<file path="config.mk">
export PLATFORM = sky130hd
export DESIGN_NAME = div_unit_control_flat
export DESIGN_NICKNAME = d
export VERILOG_FILES = /design/src/rtl/div_unit_control_if.sv /design/src/rtl/div_unit_control.sv /design/src/flat_wrapper.sv
export SDC_FILE = /design/constraint.sdc
export NUM_CORES = 1
export LEC_CHECK = 0
export ABC_AREA = 1
export BUFFER_PORTS_ARGS = -buffer_cell sky130_fd_sc_hd__buf_4
export CAP_MARGIN = 10
export CORE_MARGIN = 2
export CORE_UTILIZATION = 39
export DETAILED_ROUTE_END_ITERATION = 6
export PLACE_DENSITY_LB_ADDON = 0.12
export SYNTH_ARGS = -nofsm -noshare
export SYNTH_HDL_FRONTEND = slang
export SYNTH_SLANG_ARGS = --single-unit
</file>
<file path="constraint.sdc">
create_clock -name clk -period 1.36 [get_ports clk]
set_input_delay 0.136 -clock clk [delete_from_list [all_inputs] [get_ports clk]]
set_output_delay 0.136 -clock clk [all_outputs]
set_load 0.05 [all_outputs]
</file>
<file path="src/rtl/div_unit_control_if.sv">
`default_nettype none
// ============================================================================
// Module      : div_unit_control_if
// Description : Request, divider and writeback signals of div_unit_control.
// Revision    : 1.0 - initial release
// ============================================================================
interface div_unit_control_if;
  logic        req;
  logic        is_8_bit;
  logic        is_signed;
  logic [15:0] ax_in;
  logic [15:0] dx_in;
  logic [15:0] src_in;
  logic        ready;
  logic        div_start;
  logic        div_is_8_bit;
  logic        div_is_signed;
  logic [31:0] div_dividend;
  logic [15:0] div_divisor;
  logic        div_complete;
  logic        div_error;
  logic [15:0] div_quotient;
  logic [15:0] div_remainder;
  logic        wr_en;
  logic        wr_dx_en;
  logic [15:0] wr_ax;
  logic [15:0] wr_dx;
  logic        done;
  logic        fault;
  logic        timeout;

  // Environment side: execute stage plus the divider datapath.
  modport master (
    output req, is_8_bit, is_signed, ax_in, dx_in, src_in,
    output div_complete, div_error, div_quotient, div_remainder,
    input  ready, div_start, div_is_8_bit, div_is_signed, div_dividend, div_divisor,
    input  wr_en, wr_dx_en, wr_ax, wr_dx, done, fault, timeout
  );

  modport slave (
    input  req, is_8_bit, is_signed, ax_in, dx_in, src_in,
    input  div_complete, div_error, div_quotient, div_remainder,
    output ready, div_start, div_is_8_bit, div_is_signed, div_dividend, div_divisor,
    output wr_en, wr_dx_en, wr_ax, wr_dx, done, fault, timeout
  );
endinterface
`default_nettype wire

</file>
<file path="src/rtl/div_unit_control.sv">
`default_nettype none
// ============================================================================
// Module      : div_unit_control
// Description : Sequences DIV/IDIV: operand formatting, divider handshake,
//               AX/DX writeback, and divide-error / timeout fault reporting.
// Revision    : 1.0 - initial release
// ============================================================================
module div_unit_control #(
  parameter int TIMEOUT_CYCLES = 31
) (
  input  logic              clk,
  input  logic              reset,
  div_unit_control_if.slave bus
);

  localparam logic [2:0] c_IDLE   = 3'd0;
  localparam logic [2:0] c_LAUNCH = 3'd1;
  localparam logic [2:0] c_WAIT   = 3'd2;
  localparam logic [2:0] c_WB     = 3'd3;
  localparam logic [2:0] c_FAULT  = 3'd4;

  localparam logic [5:0] c_TIMEOUT = TIMEOUT_CYCLES[5:0];

  logic [2:0]  state_q, state_d;
  logic [5:0]  cnt_q, cnt_d;
  logic        is8_q, is8_d;
  logic        sgn_q, sgn_d;
  logic [31:0] dvd_q, dvd_d;
  logic [15:0] dvs_q, dvs_d;
  logic        to_q, to_d;

  logic [5:0]  w_cnt_inc;
  logic [31:0] w_dvd_fmt;
  logic [15:0] w_dvs_fmt;
  logic        w_wb;

  assign w_cnt_inc = cnt_q + 6'd1;

  // Byte divides widen AX and the low divisor byte by sign or zero.
  always_comb begin
    if (!bus.is_8_bit) begin
      w_dvd_fmt = {bus.dx_in, bus.ax_in};
      w_dvs_fmt = bus.src_in;
    end else if (bus.is_signed) begin
      w_dvd_fmt = {{16{bus.ax_in[15]}}, bus.ax_in};
      w_dvs_fmt = {{8{bus.src_in[7]}}, bus.src_in[7:0]};
    end else begin
      w_dvd_fmt = {16'h0000, bus.ax_in};
      w_dvs_fmt = {8'h00, bus.src_in[7:0]};
    end
  end

  always_comb begin
    state_d = state_q;
    cnt_d   = cnt_q;
    is8_d   = is8_q;
    sgn_d   = sgn_q;
    dvd_d   = dvd_q;
    dvs_d   = dvs_q;
    to_d    = to_q;
    case (state_q)
      c_IDLE: begin
        if (bus.req) begin
          state_d = c_LAUNCH;
          is8_d   = bus.is_8_bit;
          sgn_d   = bus.is_signed;
          dvd_d   = w_dvd_fmt;
          dvs_d   = w_dvs_fmt;
          to_d    = 1'b0;
        end
      end
      c_LAUNCH: begin
        cnt_d   = 6'd0;
        state_d = c_WAIT;
      end
      c_WAIT: begin
        // A completion in the final allowed cycle wins over the timeout.
        if (bus.div_complete) begin
          state_d = bus.div_error ? c_FAULT : c_WB;
        end else begin
          cnt_d = w_cnt_inc;
          if (w_cnt_inc == c_TIMEOUT) begin
            state_d = c_FAULT;
            to_d    = 1'b1;
          end
        end
      end
      c_WB:    state_d = c_IDLE;
      c_FAULT: state_d = c_IDLE;
      default: state_d = c_IDLE;
    endcase
  end

  always_ff @(posedge clk) begin
    if (reset) begin
      state_q <= c_IDLE;
      cnt_q   <= 6'd0;
      is8_q   <= 1'b0;
      sgn_q   <= 1'b0;
      dvd_q   <= 32'h0;
      dvs_q   <= 16'h0;
      to_q    <= 1'b0;
    end else begin
      state_q <= state_d;
      cnt_q   <= cnt_d;
      is8_q   <= is8_d;
      sgn_q   <= sgn_d;
      dvd_q   <= dvd_d;
      dvs_q   <= dvs_d;
      to_q    <= to_d;
    end
  end

  assign w_wb = (state_q == c_WB);

  assign bus.ready         = (state_q == c_IDLE);
  assign bus.div_start     = (state_q == c_LAUNCH);
  assign bus.div_is_8_bit  = is8_q;
  assign bus.div_is_signed = sgn_q;
  assign bus.div_dividend  = dvd_q;
  assign bus.div_divisor   = dvs_q;

  // Byte results pack remainder into AH and quotient into AL.
  assign bus.wr_en    = w_wb;
  assign bus.wr_dx_en = w_wb & ~is8_q;
  assign bus.wr_ax    = !w_wb ? 16'h0000 :
                        is8_q ? {bus.div_remainder[7:0], bus.div_quotient[7:0]} :
                                bus.div_quotient;
  assign bus.wr_dx    = (w_wb && !is8_q) ? bus.div_remainder : 16'h0000;
  assign bus.done     = w_wb | (state_q == c_FAULT);
  assign bus.fault    = (state_q == c_FAULT);
  assign bus.timeout  = (state_q == c_FAULT) & to_q;

endmodule
`default_nettype wire

</file>
<file path="src/flat_wrapper.sv">
// flat-port wrapper written by rule: the top's interface ports become plain ports
module div_unit_control_flat 
#(
  parameter int TIMEOUT_CYCLES = 31
)
  (clk, reset, bus_req, bus_is_8_bit, bus_is_signed, bus_ax_in, bus_dx_in, bus_src_in, bus_div_complete, bus_div_error, bus_div_quotient, bus_div_remainder, bus_ready, bus_div_start, bus_div_is_8_bit, bus_div_is_signed, bus_div_dividend, bus_div_divisor, bus_wr_en, bus_wr_dx_en, bus_wr_ax, bus_wr_dx, bus_done, bus_fault, bus_timeout);
  div_unit_control_if bus_i ();
  input  logic clk;
  input  logic reset;
  input wire logic [$bits(bus_i.req)-1:0] bus_req;
  input wire logic [$bits(bus_i.is_8_bit)-1:0] bus_is_8_bit;
  input wire logic [$bits(bus_i.is_signed)-1:0] bus_is_signed;
  input wire logic [$bits(bus_i.ax_in)-1:0] bus_ax_in;
  input wire logic [$bits(bus_i.dx_in)-1:0] bus_dx_in;
  input wire logic [$bits(bus_i.src_in)-1:0] bus_src_in;
  input wire logic [$bits(bus_i.div_complete)-1:0] bus_div_complete;
  input wire logic [$bits(bus_i.div_error)-1:0] bus_div_error;
  input wire logic [$bits(bus_i.div_quotient)-1:0] bus_div_quotient;
  input wire logic [$bits(bus_i.div_remainder)-1:0] bus_div_remainder;
  output wire logic [$bits(bus_i.ready)-1:0] bus_ready;
  output wire logic [$bits(bus_i.div_start)-1:0] bus_div_start;
  output wire logic [$bits(bus_i.div_is_8_bit)-1:0] bus_div_is_8_bit;
  output wire logic [$bits(bus_i.div_is_signed)-1:0] bus_div_is_signed;
  output wire logic [$bits(bus_i.div_dividend)-1:0] bus_div_dividend;
  output wire logic [$bits(bus_i.div_divisor)-1:0] bus_div_divisor;
  output wire logic [$bits(bus_i.wr_en)-1:0] bus_wr_en;
  output wire logic [$bits(bus_i.wr_dx_en)-1:0] bus_wr_dx_en;
  output wire logic [$bits(bus_i.wr_ax)-1:0] bus_wr_ax;
  output wire logic [$bits(bus_i.wr_dx)-1:0] bus_wr_dx;
  output wire logic [$bits(bus_i.done)-1:0] bus_done;
  output wire logic [$bits(bus_i.fault)-1:0] bus_fault;
  output wire logic [$bits(bus_i.timeout)-1:0] bus_timeout;
  assign bus_i.req = bus_req;
  assign bus_i.is_8_bit = bus_is_8_bit;
  assign bus_i.is_signed = bus_is_signed;
  assign bus_i.ax_in = bus_ax_in;
  assign bus_i.dx_in = bus_dx_in;
  assign bus_i.src_in = bus_src_in;
  assign bus_i.div_complete = bus_div_complete;
  assign bus_i.div_error = bus_div_error;
  assign bus_i.div_quotient = bus_div_quotient;
  assign bus_i.div_remainder = bus_div_remainder;
  assign bus_ready = bus_i.ready;
  assign bus_div_start = bus_i.div_start;
  assign bus_div_is_8_bit = bus_i.div_is_8_bit;
  assign bus_div_is_signed = bus_i.div_is_signed;
  assign bus_div_dividend = bus_i.div_dividend;
  assign bus_div_divisor = bus_i.div_divisor;
  assign bus_wr_en = bus_i.wr_en;
  assign bus_wr_dx_en = bus_i.wr_dx_en;
  assign bus_wr_ax = bus_i.wr_ax;
  assign bus_wr_dx = bus_i.wr_dx;
  assign bus_done = bus_i.done;
  assign bus_fault = bus_i.fault;
  assign bus_timeout = bus_i.timeout;
  div_unit_control #(.TIMEOUT_CYCLES(TIMEOUT_CYCLES)) u_core (.clk(clk), .reset(reset), .bus(bus_i));
endmodule
</file>
**After elaboration in Yosys (flattened, before gate mapping)**

Cells that the tools add are included.

- Output and inout port bits: 89
- Register bits: 60
- Word-level logic and storage cells: 48
- Bits of input ports: 87

- Eq/ne operators: 9
- Mux-type cells: 18
- Add/sub/neg operators: 1
- Bitwise logic cells: 4
- Reductions and logical operators: 9

Operators by type and width:

| kind | count |
|---|---|
| $mux W16 | 5 |
| $mux W32 | 2 |
| $mux W3 | 4 |
| $pmux W6 S2 | 1 |
| $pmux W3 S3 | 1 |
| $add A6 B1 Y6 const B | 1 |
| $eq A3 B2 Y1 const B | 2 |
| $eq A6 B5 Y1 const B | 1 |
| $mux W6 | 1 |
| $reduce_and A2 Y1 | 3 |
| $ne A2 B2 Y1 const B | 2 |
| $reduce_and A4 Y1 | 1 |
| $reduce_bool A2 Y1 | 2 |
| $eq A3 B1 Y1 const B | 1 |
| $eq A3 B3 Y1 const B | 1 |
| $logic_not A3 Y1 | 1 |
| $mux W1 | 3 |
| $ne A3 B2 Y1 const B | 1 |
| $and A1 B1 Y1 | 2 |
| $ne A2 B1 Y1 const B | 1 |
| $pmux W1 S2 | 1 |
| $logic_and A1 B1 Y1 | 1 |
| $logic_not A1 Y1 | 1 |
| $not A1 Y1 | 1 |
| $or A1 B1 Y1 | 1 |

**Depth between registers and ports, before layout**

- Word-level depth: 5
- Gate-level depth with buffers: 9
- Gate-level depth less buffers: 9

**Least setup slack after synthesis**

Ideal clock, no wire load.

- Path type: reg2out
- From: reg u_core.state_q[2]
- To: out bus_timeout
- Setup slack: -1154 ps
- Stages on the path, launching flop included: 5
- Path buffers: 0
- Required time: 1224 ps
- Data arrival time: 2378 ps
- Cells stage by stage: dfxtp_1 -> inv_1 -> nor3_1 -> inv_1 -> nor2_1

- Word-level cells in the longest chain between the ends: 2

RTL lines:

| item | line | RTL |
|---|---|---|
| from (decl) | div_unit_control.sv:24 | `logic [2:0] state_q, state_d;` |
| from (signal assigned) | div_unit_control.sv:96 | `state_q <= c_IDLE;` |
| from (signal assigned) | div_unit_control.sv:104 | `state_q <= state_d;` |
| $eq A3 B3 Y1 | n/a |  |
| net bus_fault | flat_wrapper.sv:31 | `output wire logic [$bits(bus_i.fault)-1:0] bus_fault;` |
| $and A1 B1 Y1 | div_unit_control.sv:132 | `assign bus.timeout = (state_q == c_FAULT) & to_q;` |
| to (decl) | flat_wrapper.sv:32 | `output wire logic [$bits(bus_i.timeout)-1:0] bus_timeout;` |

The timed path passes the listed nets, and every way through them passes these cells.

**Worst setup path after layout**

- From: reg u_core.state_q[0]
- To: out bus_wr_dx[4]

- Word-level cells in the longest chain between the ends: 3

RTL lines:

| item | line | RTL |
|---|---|---|
| $eq A3 B2 Y1 | div_unit_control.sv:114 | `assign w_wb = (state_q == c_WB);` |
| $logic_and A1 B1 Y1 | div_unit_control.sv:129 | `assign bus.wr_dx = (w_wb && !is8_q) ? bus.div_remainder : 16'h0000;` |
| $mux W16 | div_unit_control.sv:129 |  |
| to (decl) | flat_wrapper.sv:29 | `output wire logic [$bits(bus_i.wr_dx)-1:0] bus_wr_dx;` |

Every way passes these cells.

==> qor.txt <==
Status - finished with violations
Violated checks - setup timing
Root buffer cell - clkbuf_8
Tcrit/Tclk final - 1.27
Vias - 3704
Ys async rst share - 0
Die area - 0.00804 sq mm
Final net count - 734
Synth Register Bits - 60
Hold Vio Cnt, Final - 0
Hold Path Class - primary input to flop
Placed insts - 704
WP data required - 1.22 ns
RSZ-0062 raised after global routing - true
GR met2 Demand/Resource - 0.395
Worst R2R Setup Slack - -0.35 ns
Setup Skew - 0.00617 ns
Kind of end point of the critical path - output pin
Largest net degree at the start of global routing - 36
PD cells - 1190 mW/mm^2
Hpwl dp - 6460 um
Fin. max-slew vios - 0
CP startpoint kind - flop
Yosys warns - 0
Final Non-Filler Cells - 749
Buffers on Ports - 175
Via-to-Cell Ratio - 4.95
Met3 usage - 0.0585
Rows - 31
Post-synth top flop - dfxtp_1
Post-Layout Inst Area - 0.00602 sq mm
Final min period - 1.73 ns
First-pass GRT wire length - 13700 um
Max-cap violations - 0
Max H-tree Level - 3
Clock Latency Late Sink - 0.35 ns
GRT overflow - 0
Clock transition at the registers of the reported paths - 0.07 ns
Worst Path Max Fanout - 16
Syn Nets - 519
Syn Std Cell Area - 0.00286 sq mm
Initial antenna violation count - 0
DRC errors left - 0
Slowest CP cell - dfxtp_2
Die width - 89.6 um
Total wire length - 12200 um
I/O pin count - 176
Clock Sinks - 60
Number of global-route vias before repair - 3106
Initial detailed-routing violation count - 175
All-Layer GR Usage - 0.220
Critical path class - flop to output pin
Critical path arrival - 1.60 ns
DR pass1 iterations - 4
DP Area - 0.00448 sq mm
Syn-to-layout area delta - 110%
Die height - 89.6 um
Setup violation total in the final timing report - 98
Max clock buf depth - 2
Yosys top cell area share - 0.420
Synthesized instance count - 430
Post-synthesis cell type count - 24
Busiest grt layer - met2
Number of flops mapped to enable cells by yosys - 0
Max Clock Freq - 578 MHz
GP Congestion - 0.816
R2R depth - 11
Core Box Area - 0.00718 sq mm
Most frequent cells in the layout - buf_4 (151), nand2_1 (71), dfxtp_1 (53)
Detail Route Antenna Nets - 0
Diode count - 0
Worst hold path depth - 3
Rel. slew slack - 0.656
CTS tree - built
Avg WL per Cell - 16.3 um
Final Power - 7.14 mW
Maximum VDD drop - 0.819 mV
Synth top area cells - dfxtp_1 (42%), nand2_1 (16%), a21oi_1 (12%), inv_1 (8.4%), o21ai_0 (4.5%)
Commonest non-fill, non-tap cell in the layout - buf_4
Grt met1 use - 0.246
Post-route setup slack - -0.371 ns
# hold bufs at CTS - 0
Worst-margin pin slew - 0.515 ns
LEAKAGE - 2.86 nW
Yosys top cell by area - dfxtp_1
Post-Syn Area per Cell - 6.65 sq um
Starting Density - 0.399
Layout cell share with drive strength beyond 1 - 0.631
TritonCTS buffer count - 9
Sequential share of the synthesized area - 0.420
Max stage delay on crit path - 0.34 ns
CP Cell Sequence - inv_2 -> nor3_4 -> inv_6 -> nor2_8 -> inv_12 -> nor2_4 -> buf_8
[final cells by class]
class | count | area, sq um
Clock buffer | 12 | 155
Clock inverter | 4 | 47.5
Fill cell | 381 | 1160
Timing Repair Buffer | 222 | 2180
Sequential cell | 60 | 1210
Tap cell | 99 | 124
Inverter | 69 | 299
Multi-Input combinational cell | 283 | 2000
[worst max-delay path: cells and delay by family (launching register included)]
family                 cells  cell delay (ns)
flip-flops                 1             0.34
AND/OR/NAND/NOR            3             0.53
buffers and inverters      4             0.36
[synthesized netlist by cell type, types with 2 or more instances]
cell / count
ha_1: 2
inv_1: 64
nand2_1: 125
dfxtp_1: 60
clkbuf_1: 10
nand3_1: 14
nand4_1: 2
nor2_4: 2
inv_2: 3
nor2_2: 11
o21ai_0: 26
nor2_1: 25
buf_2: 10
a21oi_1: 66
[through the flow]
stage          setup TNS [ns]  hold WS, ns  setup slack, ns  utilization
2_1_floorplan          -27.11        0.280           -0.775            -
3_3_place_gp          -0.0799        0.387          -0.0468        0.624
3_5_place_dp            -1.86        0.398          -0.0654        0.624
4_1_cts                -15.49       0.0388           -0.335        0.703
5_1_grt                -33.01       0.0446           -0.434        0.839
6_report               -27.90       0.0417           -0.371        0.839
[cells by family (layout without fill, tap and decap cells)]
family / after synthesis / in the layout / share of synthesized area
buffers and inverters: 90 / 307 / 0.128
flip-flops: 60 / 60 / 0.420
XOR/XNOR: 1 / 1 / 0.00306
adder cells (fa/ha/maj): 2 / 2 / 0.00875
AND/OR/NAND/NOR: 183 / 186 / 0.274
AO/OA/AOI/OAI: 94 / 94 / 0.166
[report_power, final]
group	internal (mW)	switching [mW]	leakage (nW)
logic	1.43	2.00	2.27
clock network	0.940	0.696	0.102
registers	1.94	0.130	0.494
[per-layer routing]
layer | up-vias | part of all wire
li1 | 1767 | -
met1 | 1732 | 0.37
met2 | 175 | 0.52
met3 | 30 | 0.081
met4 | 0 | 0.028
met5 | - | 0
[flip-flops by register name (all words and copies together) (netlist names)]
register                  count
u_core.bus.div_dividend      32
u_core.bus.div_divisor       16
u_core.cnt_q                  6
u_core.state_q                3
u_core.bus.div_is_8_bit       1
u_core.bus.div_is_signed      1
u_core.to_q                   1
[worst paths after layout]
kind	start	endpoint
min reg2reg	u_core.bus.div_dividend[26]$_SDFFE_PP0P_	u_core.bus.div_dividend[26]$_SDFFE_PP0P_
min	bus_ax_in[12]	u_core.bus.div_dividend[12]$_SDFFE_PP0P_
max reg2reg	u_core.state_q[0]$_SDFFE_PP0P_	u_core.bus.div_divisor[15]$_SDFFE_PP0P_
max	u_core.state_q[0]$_SDFFE_PP0P_	bus_wr_dx[4]
[what timing repair did]
action                     4_1_cts  5_1_grt
setup endpoints to repair       93       99
buffers inserted                 5       11
gates resized for setup         94      193
pin swaps                        4       44
gates cloned                     2       11
No activity file was read; power rests on OpenSTA's default activity.
